<file path="config.mk">
export PLATFORM = sky130hd
export DESIGN_NAME = mac_fir_sequencer
export DESIGN_NICKNAME = d
export VERILOG_FILES = /design/src/rtl/fir_pkg.sv /design/src/rtl/q15_round_sat.sv /design/src/rtl/mac_fir_sequencer.sv
export SDC_FILE = /design/constraint.sdc
export NUM_CORES = 1
export LEC_CHECK = 0
export BUFFER_PORTS_ARGS = -buffer_cell sky130_fd_sc_hd__buf_2
export CAP_MARGIN = 20
export CELL_PAD_IN_SITES_DETAIL_PLACEMENT = 1
export CELL_PAD_IN_SITES_GLOBAL_PLACEMENT = 1
export CORE_ASPECT_RATIO = 1.25
export CORE_UTILIZATION = 50
export DETAILED_ROUTE_END_ITERATION = 12
export GPL_TIMING_DRIVEN = 0
export PLACE_DENSITY = 0.78
export SLEW_MARGIN = 20
export SYNTH_ARGS = -nofsm -noshare
export SYNTH_HDL_FRONTEND = slang
export SYNTH_HIERARCHICAL = 1
export SYNTH_SLANG_ARGS = --single-unit
</file>
<file path="constraint.sdc">
create_clock -name clk -period 4.8 [get_ports clk]
set_input_delay 0.96 -clock clk [delete_from_list [all_inputs] [get_ports clk]]
set_output_delay 0.96 -clock clk [all_outputs]
set_load 0.05 [all_outputs]
</file>
<file path="src/rtl/fir_pkg.sv">
// Shared types and constants for the sequenced FIR filter.
package fir_pkg;

  typedef enum logic [1:0] {
    IDLE,
    RUN,
    DRAIN,
    OUT
  } state_t;

  localparam int MAC_LAT_DEF = 2;
  localparam int SHIFT_DEF   = 15;

  localparam logic signed [15:0] Q15_MAX = 16'sh7fff;
  localparam logic signed [15:0] Q15_MIN = 16'sh8000;

endpackage

</file>
<file path="src/rtl/q15_round_sat.sv">
// Round-half-up, arithmetic shift and clamp of the
// wide accumulator down to a signed Q15 sample.
module q15_round_sat
  import fir_pkg::*;
#(
  parameter int ACC_W = 36,
  parameter int SHIFT = SHIFT_DEF
) (
  input  logic signed [ACC_W-1:0] acc,
  output logic signed [15:0]      q
);

  localparam logic signed [ACC_W:0] HALF =
    (ACC_W+1)'(1) << (SHIFT - 1);

  logic signed [ACC_W:0] sum;
  logic signed [ACC_W:0] sh;

  // one guard bit so the rounding add cannot wrap
  assign sum = {acc[ACC_W-1], acc} + HALF;
  assign sh  = sum >>> SHIFT;

  always_comb begin
    q = sh[15:0];
    if (sh > Q15_MAX) begin
      q = Q15_MAX;
    end else if (sh < Q15_MIN) begin
      q = Q15_MIN;
    end
  end

endmodule

</file>
<file path="src/rtl/mac_fir_sequencer.sv">
// Time-multiplexed FIR: streams coefficient/sample pairs
// into an external MAC16 and accumulates its products.
module mac_fir_sequencer
  import fir_pkg::*;
#(
  parameter  int NTAPS   = 16,
  parameter  int MAC_LAT = MAC_LAT_DEF,
  parameter  int SHIFT   = SHIFT_DEF,
  localparam int AW      = $clog2(NTAPS)
) (
  input  logic                 clk,
  input  logic                 rst_n,
  input  logic                 clear,
  input  logic                 in_valid,
  output logic                 in_ready,
  input  logic signed [15:0]   in_data,
  output logic                 out_valid,
  input  logic                 out_ready,
  output logic signed [15:0]   out_data,
  input  logic                 coef_we,
  input  logic [AW-1:0]        coef_waddr,
  input  logic signed [15:0]   coef_wdata,
  output logic                 busy,
  output logic signed [15:0]   mac_a,
  output logic signed [15:0]   mac_b,
  output logic                 mac_ce,
  input  logic signed [31:0]   mac_p
);

  localparam int ACC_W = 32 + AW;

  state_t                    state;
  logic [AW-1:0]             wr_ptr;
  logic [AW-1:0]             k;
  logic [AW-1:0]             rd_ptr;
  logic [7:0]                dcnt;
  logic [MAC_LAT-1:0]        vld;
  logic signed [ACC_W-1:0]   acc;
  logic signed [15:0]        rnd;
  logic signed [15:0]        coef [NTAPS];
  logic signed [15:0]        dl   [NTAPS];
  logic                      issue;

  // tap k walks backwards from the newest sample
  assign rd_ptr   = wr_ptr - AW'(1) - k;
  assign issue    = (state == RUN);
  assign in_ready = (state == IDLE);
  assign busy     = (state != IDLE);
  assign mac_ce   = (state == RUN) || (state == DRAIN);
  assign mac_a    = issue ? coef[k] : '0;
  assign mac_b    = issue ? dl[rd_ptr] : '0;

  q15_round_sat #(
    .ACC_W (ACC_W),
    .SHIFT (SHIFT)
  ) u_rnd (
    .acc (acc),
    .q   (rnd)
  );

  always_ff @(posedge clk or negedge rst_n) begin
    if (!rst_n) begin
      state     <= IDLE;
      wr_ptr    <= '0;
      k         <= '0;
      dcnt      <= '0;
      vld       <= '0;
      acc       <= '0;
      out_valid <= 1'b0;
      out_data  <= '0;
      for (int i = 0; i < NTAPS; i++) begin
        coef[i] <= '0;
        dl[i]   <= '0;
      end
    end else if (clear) begin
      state     <= IDLE;
      wr_ptr    <= '0;
      k         <= '0;
      dcnt      <= '0;
      vld       <= '0;
      acc       <= '0;
      out_valid <= 1'b0;
      for (int i = 0; i < NTAPS; i++) begin
        dl[i] <= '0;
      end
    end else begin
      vld <= MAC_LAT'({vld, issue});
      if (vld[MAC_LAT-1]) begin
        acc <= acc + {{AW{mac_p[31]}}, mac_p};
      end
      unique case (state)
        IDLE: begin
          if (coef_we) begin
            coef[coef_waddr] <= coef_wdata;
          end
          if (in_valid) begin
            dl[wr_ptr] <= in_data;
            wr_ptr     <= wr_ptr + AW'(1);
            k          <= '0;
            acc        <= '0;
            state      <= RUN;
          end
        end
        RUN: begin
          k <= k + AW'(1);
          if (k == AW'(NTAPS - 1)) begin
            dcnt  <= '0;
            state <= DRAIN;
          end
        end
        DRAIN: begin
          dcnt <= dcnt + 8'd1;
          if (dcnt == 8'(MAC_LAT - 1)) begin
            state <= OUT;
          end
        end
        OUT: begin
          // last product lands on OUT entry; publish a cycle later
          if (!out_valid) begin
            out_valid <= 1'b1;
            out_data  <= rnd;
          end else if (out_ready) begin
            out_valid <= 1'b0;
            state     <= IDLE;
          end
        end
      endcase
    end
  end

endmodule
</file>
Word-level counts from Yosys, hierarchy flattened --
Index checks and enable logic that the tools add are counted.
Word-level totals: register bits 585, logic and storage cells 131, input bits 74
Operators by class: bitwise gates (word level) 6, add/subtract/negate cells 7, equality and inequality tests 10, multiplexer cells 44, reduce and logical (&&, ||, !) cells 16, $lt $le $gt $ge 8
Operator list (number):
- two-way mux 256 bit | 3
- bitwise mux 256 bit | 2
- two-way mux 16 bit | 10
- two-way mux 36 bit | 4
- binary-select mux 16 bit (select 4 bit) | 2
- demux 16 bit (select 4 bit) | 2
- adder 36 x 16 -> 37 bit (second input constant) | 1
- adder 36 bit | 1
- greater-than comparator 22 x 16 -> 1 bit (second input constant) | 1
- less-than comparator 22 x 16 -> 1 bit (second input constant) | 1
- greater-or-equal comparator 5 bit (second input constant) | 4
- two-way mux 4 bit | 5
- NOT 4 -> 5 bit | 4
- two-way mux 8 bit | 2
- case mux 8 bit (2 select lines) | 1
- two-way mux 2 bit | 7
- less-than comparator 5 x 1 -> 1 bit (second input constant) | 2
- != test 3 bit (second input constant) | 3
- adder 4 x 1 -> 4 bit (second input constant) | 2
- adder 8 x 1 -> 8 bit (second input constant) | 1
- equality test 8 x 1 -> 1 bit (second input constant) | 1
- case mux 2 bit (4 select lines) | 1
- case mux 4 bit (2 select lines) | 1
- nonzero test 2 bit | 4
- other kinds (15) | 26

Longest topological paths before layout --
Gate-level depths: netlist (run 1).
depth in word-level cells 9, gate-level depth with buffers 13

Cells and area by module --
Netlist (run 1), hierarchy kept.
Modules (own cells, without submodules):
- mac_fir_sequencer | cells an instance 2650, instances 1, area each 29129.2 um^2
- q15_round_sat | cells an instance 85, instances 1, area each 700.7 um^2

Least setup slack after synthesis (run 1) --
Ideal clock, no wire load.
path type register -> output, start point register k[0], end point output port mac_b[10], slack 549 ps, arrival time 3291 ps, cell stages (with the launch flop) 13, buffers on the path 5, data required time 3840 ps, cells stage by stage dfrtp_1 > clkbuf_1 > buf_2 > buf_2 > inv_1 > ha_1 > fa_1 > clkbuf_1 > buf_1 > mux4_2 > nand2_1 > nand3b_1 > and3_1
Between the ends: longest elaborated chain between the ends 6
RTL lines:
- start, declared | RTL line mac_fir_sequencer.sv:34 | logic [AW-1:0] k;
- start signal, assigned | RTL line mac_fir_sequencer.sv:105 | k <= k + AW'(1);
- subtractor 4 bit | RTL line mac_fir_sequencer.sv:45 | assign rd_ptr = wr_ptr - AW'(1) - k;
- NOT 4 -> 5 bit (implied by the code) | RTL line mac_fir_sequencer.sv:51 | assign mac_b = issue ? dl[rd_ptr] : '0;
- binary-select mux 16 bit (select 4 bit) | RTL line mac_fir_sequencer.sv:51
- two-way mux 16 bit (implied by the code) (2 in series) | RTL line mac_fir_sequencer.sv:51
- two-way mux 16 bit | RTL line mac_fir_sequencer.sv:51
- end, declared | RTL line mac_fir_sequencer.sv:25 | output logic signed [15:0] mac_b,
No other way between the ends. The select of a mux whose other input is x is not followed.

Worst setup path after layout (run 1) --
start point register k[1], end point output port mac_b[13]
Same word-level chain as after synthesis.

==> metrics.txt, run 1 <==
Max Clk Rate=~210 MHz; top_reg_cell synth=dfrtp_1; largest area contributor in the netlist=dfrtp_1; Post-synth ARST share=between 90% and 100%; path type of the worst min-delay path=primary input to async pin; post-cts hold buffer count=0; status=finished, violations left; Hold Vio Cnt, Final=0; DR DRC count=2; crit path DAT=around 3.8 ns; Syn Area/Cell=10.9 um2; WP data required=~3.8 ns; max_cap viols=0; final slew viol count=0; initial antenna violation count=7; crit end category=output pin; H-tree levels=2; EDFF count, synth=0; worst r2r src=state[0]$_DFFE_PN0P_; synthesized instance count=~2,700; Post-Syn Nets=between 2,000 and 3,000; PwrDens=481 nW/um2; gr usage total=31.6%; CP Launch Type=flip-flop; # rows=between 90 and 100; Critical Path Slowest Stage Cell=fa_2; largest net degree at the start of global routing=110; Yosys cell types=75; top post-synthesis cells by area=dfrtp_1 (49%), mux4_2 (11%), mux2_2 (10%); num ports=about 130; Clock Sinks=between 500 and 600; IR drop worst, VDD=0.365 mV; full die area=between 60,000 and 70,000 um2; drt pass-1 iters=8; Initial Utilization=between 50% and 60%; vias post-DR=about 23,000; worst r2r path cells=9; CP delay by family, top=buffers and inverters; RSZ-0062 raised after global routing=no; Cell Chain, Critical Path=buf_2, clkbuf_8, inv_1, fa_2, buf_12, clkbuf_8, mux4_2, nand2_1, nand3b_1, and3_1, buf_2; HPWL Detailed=around 68 mm; worst path buffer plus inverter count=6; Final Skew=roughly 0.033 ns; Worst path max stage delay=around 0.58 ns; Die Width=~220 um; R2R Setup Slk=around 0.9 ns; WL final=roughly 93 mm; ANT nets after route=0; first-pass GRT wire length=146 mm; clock tree buffer depth=3; nets=3,035; Port Buffers=approximately 110; First DRT Iteration DRCs=approximately 1,300; CP Class=flip-flop to output pin; setup TNS=0 ns; min cycle time layout=~4.7 ns; Worst-Margin Slew=around 1.1 ns; Core Region=58,700 um2; final period utilization=between 90% and 100%; Wirelength per Cell=~25 um; hold_ws=about 0.24 ns; Clock transition at path regs=approximately 0.060 ns; top cell type's share of synthesized area=between 40% and 50%; sequential share of the synthesized area=approximately 49%; Syn-to-layout area delta=13.1%; Final setup violation count=0; share of cells above drive strength 1=around a quarter; failing checks=DRC; GPL Wtd Cong=0.886; slew margin rel.=~29%; final instance area=about 34,000 um2; number of global-route vias before repair=roughly 26,000; RR Endpoint=coef[218]$_DFFE_PN0P_; grt ovf=0; Mapped Area=between 20,000 and 30,000 um2; dpl cell area=around 31,000 um2; die height=around 280 um; TritonCTS clock tree=yes; Synth Register Bits=approximately 590; Yosys warnings=6; Vias/cell=about 6.1; root buf cell=clkbuf_16; Num CTS Buffers=59; Crit Path Max Fanout=10; Clock Latency Late Sink=about 0.65 ns; Leak=about 15 nW
[state kept, by name, indices dropped and copies added, names as in the netlist]
signal,flops
coef,256
dl,256
acc,36
out_data,16
dcnt,8
k,4
wr_ptr,4
state,2
vld,2
out_valid,1
[metrics by stage]
step | worst slack [ns] | total power, mW | std cells | util, %
after detailed placement | -1.10 | 11.2 | 3604 | 53.6
after CTS | 0.0187 | 16.3 | 3713 | 57.5
final | 0.0821 | 16.2 | 3716 | 57.5
after global placement | -9.12 | 10.8 | 3597 | 53.3
after global routing | 0.0148 | 16.8 | 3716 | 57.5
after floorplan | 0.549 | 9.53 | 2735 | -
[synth_stat cells, types with 3 or more instances]
master and instances:
mux2i_1 18, o211ai_1 4, nand2_1 651, dfrtp_1 585, nand2b_1 9, o21ai_0 25
ha_1 50, and3_1 30, o22ai_1 7, nor2b_1 8, and2_0 3, a21oi_1 307
a21o_1 29, nand4_1 10, or3_1 3, and2_1 34, buf_2 24, o21bai_1 7
xnor2_1 26, nor3_2 3, clkbuf_1 183, nand3b_1 22, o22ai_2 10, nor3_1 14
nand2_2 4, nand3_1 42, inv_1 19, o21a_1 6, buf_1 11, a31oi_1 6
or4_1 3, nor3b_1 5, and4_1 4, nor2_1 75, mux2_2 272, mux4_2 144
xor2_1 25, a211oi_1 4, o31ai_1 3
[routing by layer]
layer  routed length [um]  up-vias  GRT usage (%)
met5                   23        -              0
li1                     -     9927              -
met4                 3640        4           13.7
met1                35300    11843           36.0
met3                 3510      226           4.28
met2                50300      528           58.6
[layout by cell type (no fill, tap or decap), types with 7 or more instances in the layout]
cell	count
clkbuf_16	59
mux2i_1	18
o21bai_1	7
nor3_1	14
clkbuf_1	175
mux2_2	272
and2_1	34
bufinv_16	7
clkbuf_8	18
xnor2_1	24
a21o_1	29
buf_4	12
o22ai_1	7
o22ai_2	10
nor2_1	75
and3_1	30
nand2_1	651
inv_1	19
clkinv_2	8
a21oi_1	307
mux4_2	144
buf_2	126
nand3_1	42
clkbuf_2	10
nand3b_1	22
nand4_1	10
o21ai_0	25
dfrtp_1	584
nand2b_1	9
ha_1	50
nor2b_1	8
xor2_1	24
[layout make-up]
class | count | area, um2
Clock buffer | 87 | 1730
Inverter | 20 | 75.1
Fill cell | 6215 | 25000
Multi-Input combinational cell | 1910 | 14300
Sequential cell | 585 | 14600
Timing Repair Buffer | 116 | 751
Clock inverter | 21 | 340
Buffer | 217 | 971
Tap cell | 757 | 947
Antenna cell | 3 | 7.51
[worst max-delay path by stage]
stage / start / endpoint / slack [ns] / depth (start not counted)
floorplan: k[0]$_DFFE_PN0P_ / mac_b[10] / 0.55 / 12
global placement: rst_n / coef[26]$_DFFE_PN0P_ / -9.12 / 1
detailed placement: k[1]$_DFFE_PN0P_ / mac_b[13] / -1.10 / 11
CTS: k[0]$_DFFE_PN0P_ / mac_b[13] / 0.02 / 12
global route: k[1]$_DFFE_PN0P_ / mac_b[13] / 0.01 / 11
finish: k[1]$_DFFE_PN0P_ / mac_b[13] / 0.08 / 11
[worst register-to-register path: cells and delay by family (launching register included)]
kind / cells / cell delay, ns
adder cells (fa/ha/maj): 1 / 0.18
buffers and inverters: 4 / 1.22
flip-flops: 1 / 0.41
multiplexers: 1 / 0.45
AND/OR/NAND/NOR: 3 / 1.51
[kinds of logic after synthesis]
logic type / after synthesis / synth area share, %
compound gates: 435 / 8.46
xor+xnor: 51 / 1.50
fa+ha+maj: 52 / 2.23
buf+inv: 240 / 3.17
flops: 585 / 49.1
mux: 434 / 21.7
simple gates: 938 / 13.8
[power by group]
group / internal (mW) / switching, mW / total (mW) / leakage (nW)
clock network: 2.88 / 2.06 / 4.94 / 1.01
logic: 2.12 / 2.90 / 5.02 / 6.02
registers: 5.75 / 0.520 / 6.27 / 7.95
total: 10.8 / 5.48 / 16.2 / 15.0
[what timing repair did]
| action | in CTS | in global routing |
|---|---|---|
| cloned | 0 | 0 |
| pin swaps | 1 | 1 |
| setup endpoints to repair | 16 | 8 |
| setup buffers | 3 | 1 |
| gates resized for setup | 77 | 5 |
No activity file was read; power rests on OpenSTA's default activity.
==> run 2: changes to the inputs <==
- SYNTH_HIERARCHICAL: 1 -> not set
==> run 2 against run 1 <==
Against the previous run:
- the run now ends clean
- synthesized cell count down 0.91%
- sequential share of layout area is 0.47 points higher
- clock power fell by 1%
- largest cell class unchanged
==> metrics.txt, run 2 <==
Synth Register Bits=585 (unchanged); Hold Vio Cnt, Final=0 (unchanged); crit-path most repeated cell=buf_12; share of cells above drive strength 1=23.3% (was 24.4%); nets=3,008 (was 3,035); TritonCTS clock tree=yes (unchanged); WP data required=3.84 ns (about the same); Wirelength per Cell=24.9 um (was 25.0 um); most common cell after layout, fill and taps aside=nand2_1 (unchanged); Worst path max stage delay=0.55 ns (was 0.58 ns); Compound-Gate Fraction of Synth Area=8.49% (was 8.46%); worst r2r src=state[0]$_DFFE_PN0P_ (unchanged); overall power=16.1 mW (was 16.2 mW); CP Launch Type=flip-flop (unchanged); Syn-to-layout area delta=13.1% (about the same); Leak=14.7 nW (was 15.0 nW); drt pass-1 iters=5 (was 8); Cell Chain, Critical Path=buf_12, buf_12, inv_1, ha_4, fa_2, buf_12, clkbuf_8, mux4_2, nand2_1, nand3b_1, and3_1, buf_2 (was buf_2, clkbuf_8, inv_1, fa_2, buf_12, clkbuf_8, mux4_2, nand2_1, nand3b_1, and3_1, buf_2); CP Class=flip-flop to output pin (unchanged); Clock transition at path regs=0.06 ns (about the same); Max Clk Rate=210 MHz (was 212 MHz); Post-synth ARST share=100% (unchanged); Die Width=219 um (was 220 um); crit path from=k[0]$_DFFE_PN0P_ (was k[1]$_DFFE_PN0P_); largest area contributor in the netlist=dfrtp_1 (unchanged); Port Buffers=107 (was 105); crit path DAT=3.79 ns (was 3.76 ns); synthesized instance count=2,710 (was 2,735); Adder-Cell Fraction of Synth Area=2.25% (was 2.23%); First DRT Iteration DRCs=1,460 (was 1,290); PwrDens=481 nW/um2 (about the same); Vias/cell=6.05 (was 6.06); top post-synthesis cells by area=dfrtp_1 (50%), mux4_2 (11%), mux2_2 (9.8%) (was dfrtp_1 (49%), mux4_2 (11%), mux2_2 (10%)); full die area=60,000 um2 (was 60,600 um2); DR DRC count=0 (was 2); Final Skew=0.0665 ns (was 0.0333 ns); grt ovf=0 (unchanged); largest net degree at the start of global routing=107 (was 110); initial antenna violation count=6 (was 7); Initial Utilization=50.6% (was 50.8%); IR drop worst, VDD=0.405 mV (was 0.365 mV); first-pass GRT wire length=144 mm (was 146 mm); Critical Path Slowest Stage Cell=fa_2 (unchanged); top_reg_cell synth=dfrtp_1 (unchanged); NetSw=5.45 mW (was 5.48 mW); Sequential Power Share=39.2% (was 38.6%); min cycle time layout=4.75 ns (was 4.72 ns); Syn Area/Cell=10.9 um2 (about the same); Post-Synth XOR/XNOR Area=1.66% (was 1.50%); ANT nets after route=0 (unchanged); die height=274 um (was 275 um); Num CTS Buffers=59 (unchanged); most common cell in the netlist=nand2_1 (unchanged); clock tree buffer depth=3 (unchanged); simple-gate share of the synthesized area=13.4% (was 13.8%); number of global-route vias before repair=24,780 (was 25,527); crit end category=output pin (unchanged); Post-Syn Nets=2,836 (was 2,861); max_cap viols=0 (unchanged); path type of the worst min-delay path=primary input to async pin (unchanged); Mapped Area=29,500 um2 (was 29,800 um2); Core Region=58,300 um2 (was 58,700 um2); most frequent cells in the layout=nand2_1 (655), dfrtp_1 (583), a21oi_1 (304) (was nand2_1 (651), dfrtp_1 (584), a21oi_1 (307)); final instance area=33,400 um2 (was 33,700 um2); worst path buffer plus inverter count=6 (unchanged); # rows=99 (unchanged); Crit Path Max Fanout=10 (unchanged); GPL Wtd Cong=0.888 (was 0.886); mux share of post-synthesis cell area=21.4% (was 21.7%); gr usage total=31.5% (was 31.6%); Final setup violation count=0 (unchanged); share of power burned in combinational logic=30.4% (was 30.9%); dpl cell area=31,200 um2 (was 31,500 um2); Clock Latency Late Sink=0.67 ns (was 0.65 ns); root buf cell=clkbuf_16 (unchanged); status=complete, no violations (was finished, violations left); Clock Sinks=585 (unchanged); final period utilization=99.1% (was 98.3%); WL final=91.9 mm (was 92.7 mm); sequential share of the synthesized area=49.6% (was 49.1%); internal power=10.6 mW (was 10.8 mW); H-tree levels=2 (unchanged); num ports=126 (unchanged); largest family of logic cells by synthesized area=multiplexers (unchanged); post-cts hold buffer count=0 (unchanged); CP delay by family, top=buffers and inverters (unchanged); top cell type's share of synthesized area=49.6% (was 49.1%); Synth top cells by count=nand2_1 (655), dfrtp_1 (585), a21oi_1 (304) (was nand2_1 (651), dfrtp_1 (585), a21oi_1 (307)); vias post-DR=22,325 (was 22,528); Worst-Margin Slew=1.13 ns (was 1.07 ns); Net Sw Frac=33.9% (was 33.7%); slew margin rel.=24.6% (was 28.7%); biggest regs=coef x256, dl x256, acc x36 (unchanged); EDFF count, synth=0 (unchanged); Clock power frac=30.4% (about the same); Yosys warnings=0 (was 6); HPWL Detailed=65.2 mm (was 67.9 mm); setup TNS=0 ns (unchanged); RSZ-0062 raised after global routing=no (unchanged); final slew viol count=0 (unchanged); Final Util=57.2% (was 57.5%); Yosys cell types=79 (was 75)
-- run 2: changes by cell type after synthesis, sizes merged, moves of 5 or more --
cell and change:
nand4 -5, o21ai +16, a21o -11, o21a +10, buf -6, inv +7, mux2 -16, o22ai -11
nor3 -7, nand3 +9
-- run 2: logic make-up (layout without fill, tap and decap cells) --
family,after synthesis,after routing
flops,585,585
mux,419,419
buf+inv,240,459
simple gates,918,918
other cells,0,4
compound gates,440,440
fa+ha+maj,52,52
xor+xnor,56,56
-- run 2: worst paths after layout --
kind	end	slack (ns)	cells past startpoint
hold reg to reg	out_data[10]$_DFFE_PN0P_	0.49	1
max in group asynchronous	dl[186]$_DFFE_PN0P_	2.13	5
setup reg to reg	coef[164]$_DFFE_PN0P_	1.17	8
setup / recovery	mac_b[13]	0.05	12
hold / removal	out_data[8]$_DFFE_PN0P_	0.31	1
min in group clk	out_data[10]$_DFFE_PN0P_	0.49	1
-- run 2: repair_timing --
action / 4_1_cts / 5_1_grt
buffers inserted: 2 / 0
gates resized for setup: 45 / 7
setup endpoints to repair: 19 / 15
pin swaps: 1 / 0
-- run 2: layout make-up --
class | instances | area, um2
repair buffers | 114 | 711
multi-input cells | 1885 | 14000
well taps | 757 | 947
diodes | 4 | 10.0
flip-flops and latches | 585 | 14600
inverters | 27 | 101
plain buffers | 210 | 938
clock buffers | 91 | 1770
clock inverters | 17 | 279
fillers | 6188 | 25000
-- run 2: per-layer routing --
metal / vias to the layer above / GRT usage [%] / share of wire, %
met3: 256 / 4.13 / 4.2
met5: - / 0 / 0.026
met1: 11635 / 37.3 / 38
li1: 9813 / - / -
met2: 617 / 56.5 / 53
met4: 4 / 14.7 / 4.7
-- run 2: per-stage QoR --
stage / setup slack, ns / hold WS, ns / std cells
after floorplan: 0.432 / 0.439 / 2710
after global placement: -9.06 / 0.466 / 3574
after detailed placement: -1.27 / 0.463 / 3579
after CTS: 0.0136 / 0.335 / 3686
after global routing: 0.0159 / 0.387 / 3690
final: 0.0455 / 0.308 / 3690
-- run 2: power groups by stage --
stage	combinational, mW	clock (mW)	sequential [mW]
2_1_floorplan	3.12	0	6.40
3_3_place_gp	4.57	0	6.24
3_5_place_dp	4.74	0	6.35
4_1_cts	4.90	4.95	6.29
5_1_grt	5.18	5.12	6.39
6_report	4.89	4.88	6.30
-- run 2: worst register-to-register path, delay by kind of cell, from the launching register on --
| kind | cells | cell delay, ns |
|---|---|---|
| simple gates | 4 | 1.30 |
| buf+inv | 2 | 0.87 |
| fa+ha+maj | 1 | 0.52 |
| mux | 1 | 0.43 |
| flops | 1 | 0.41 |
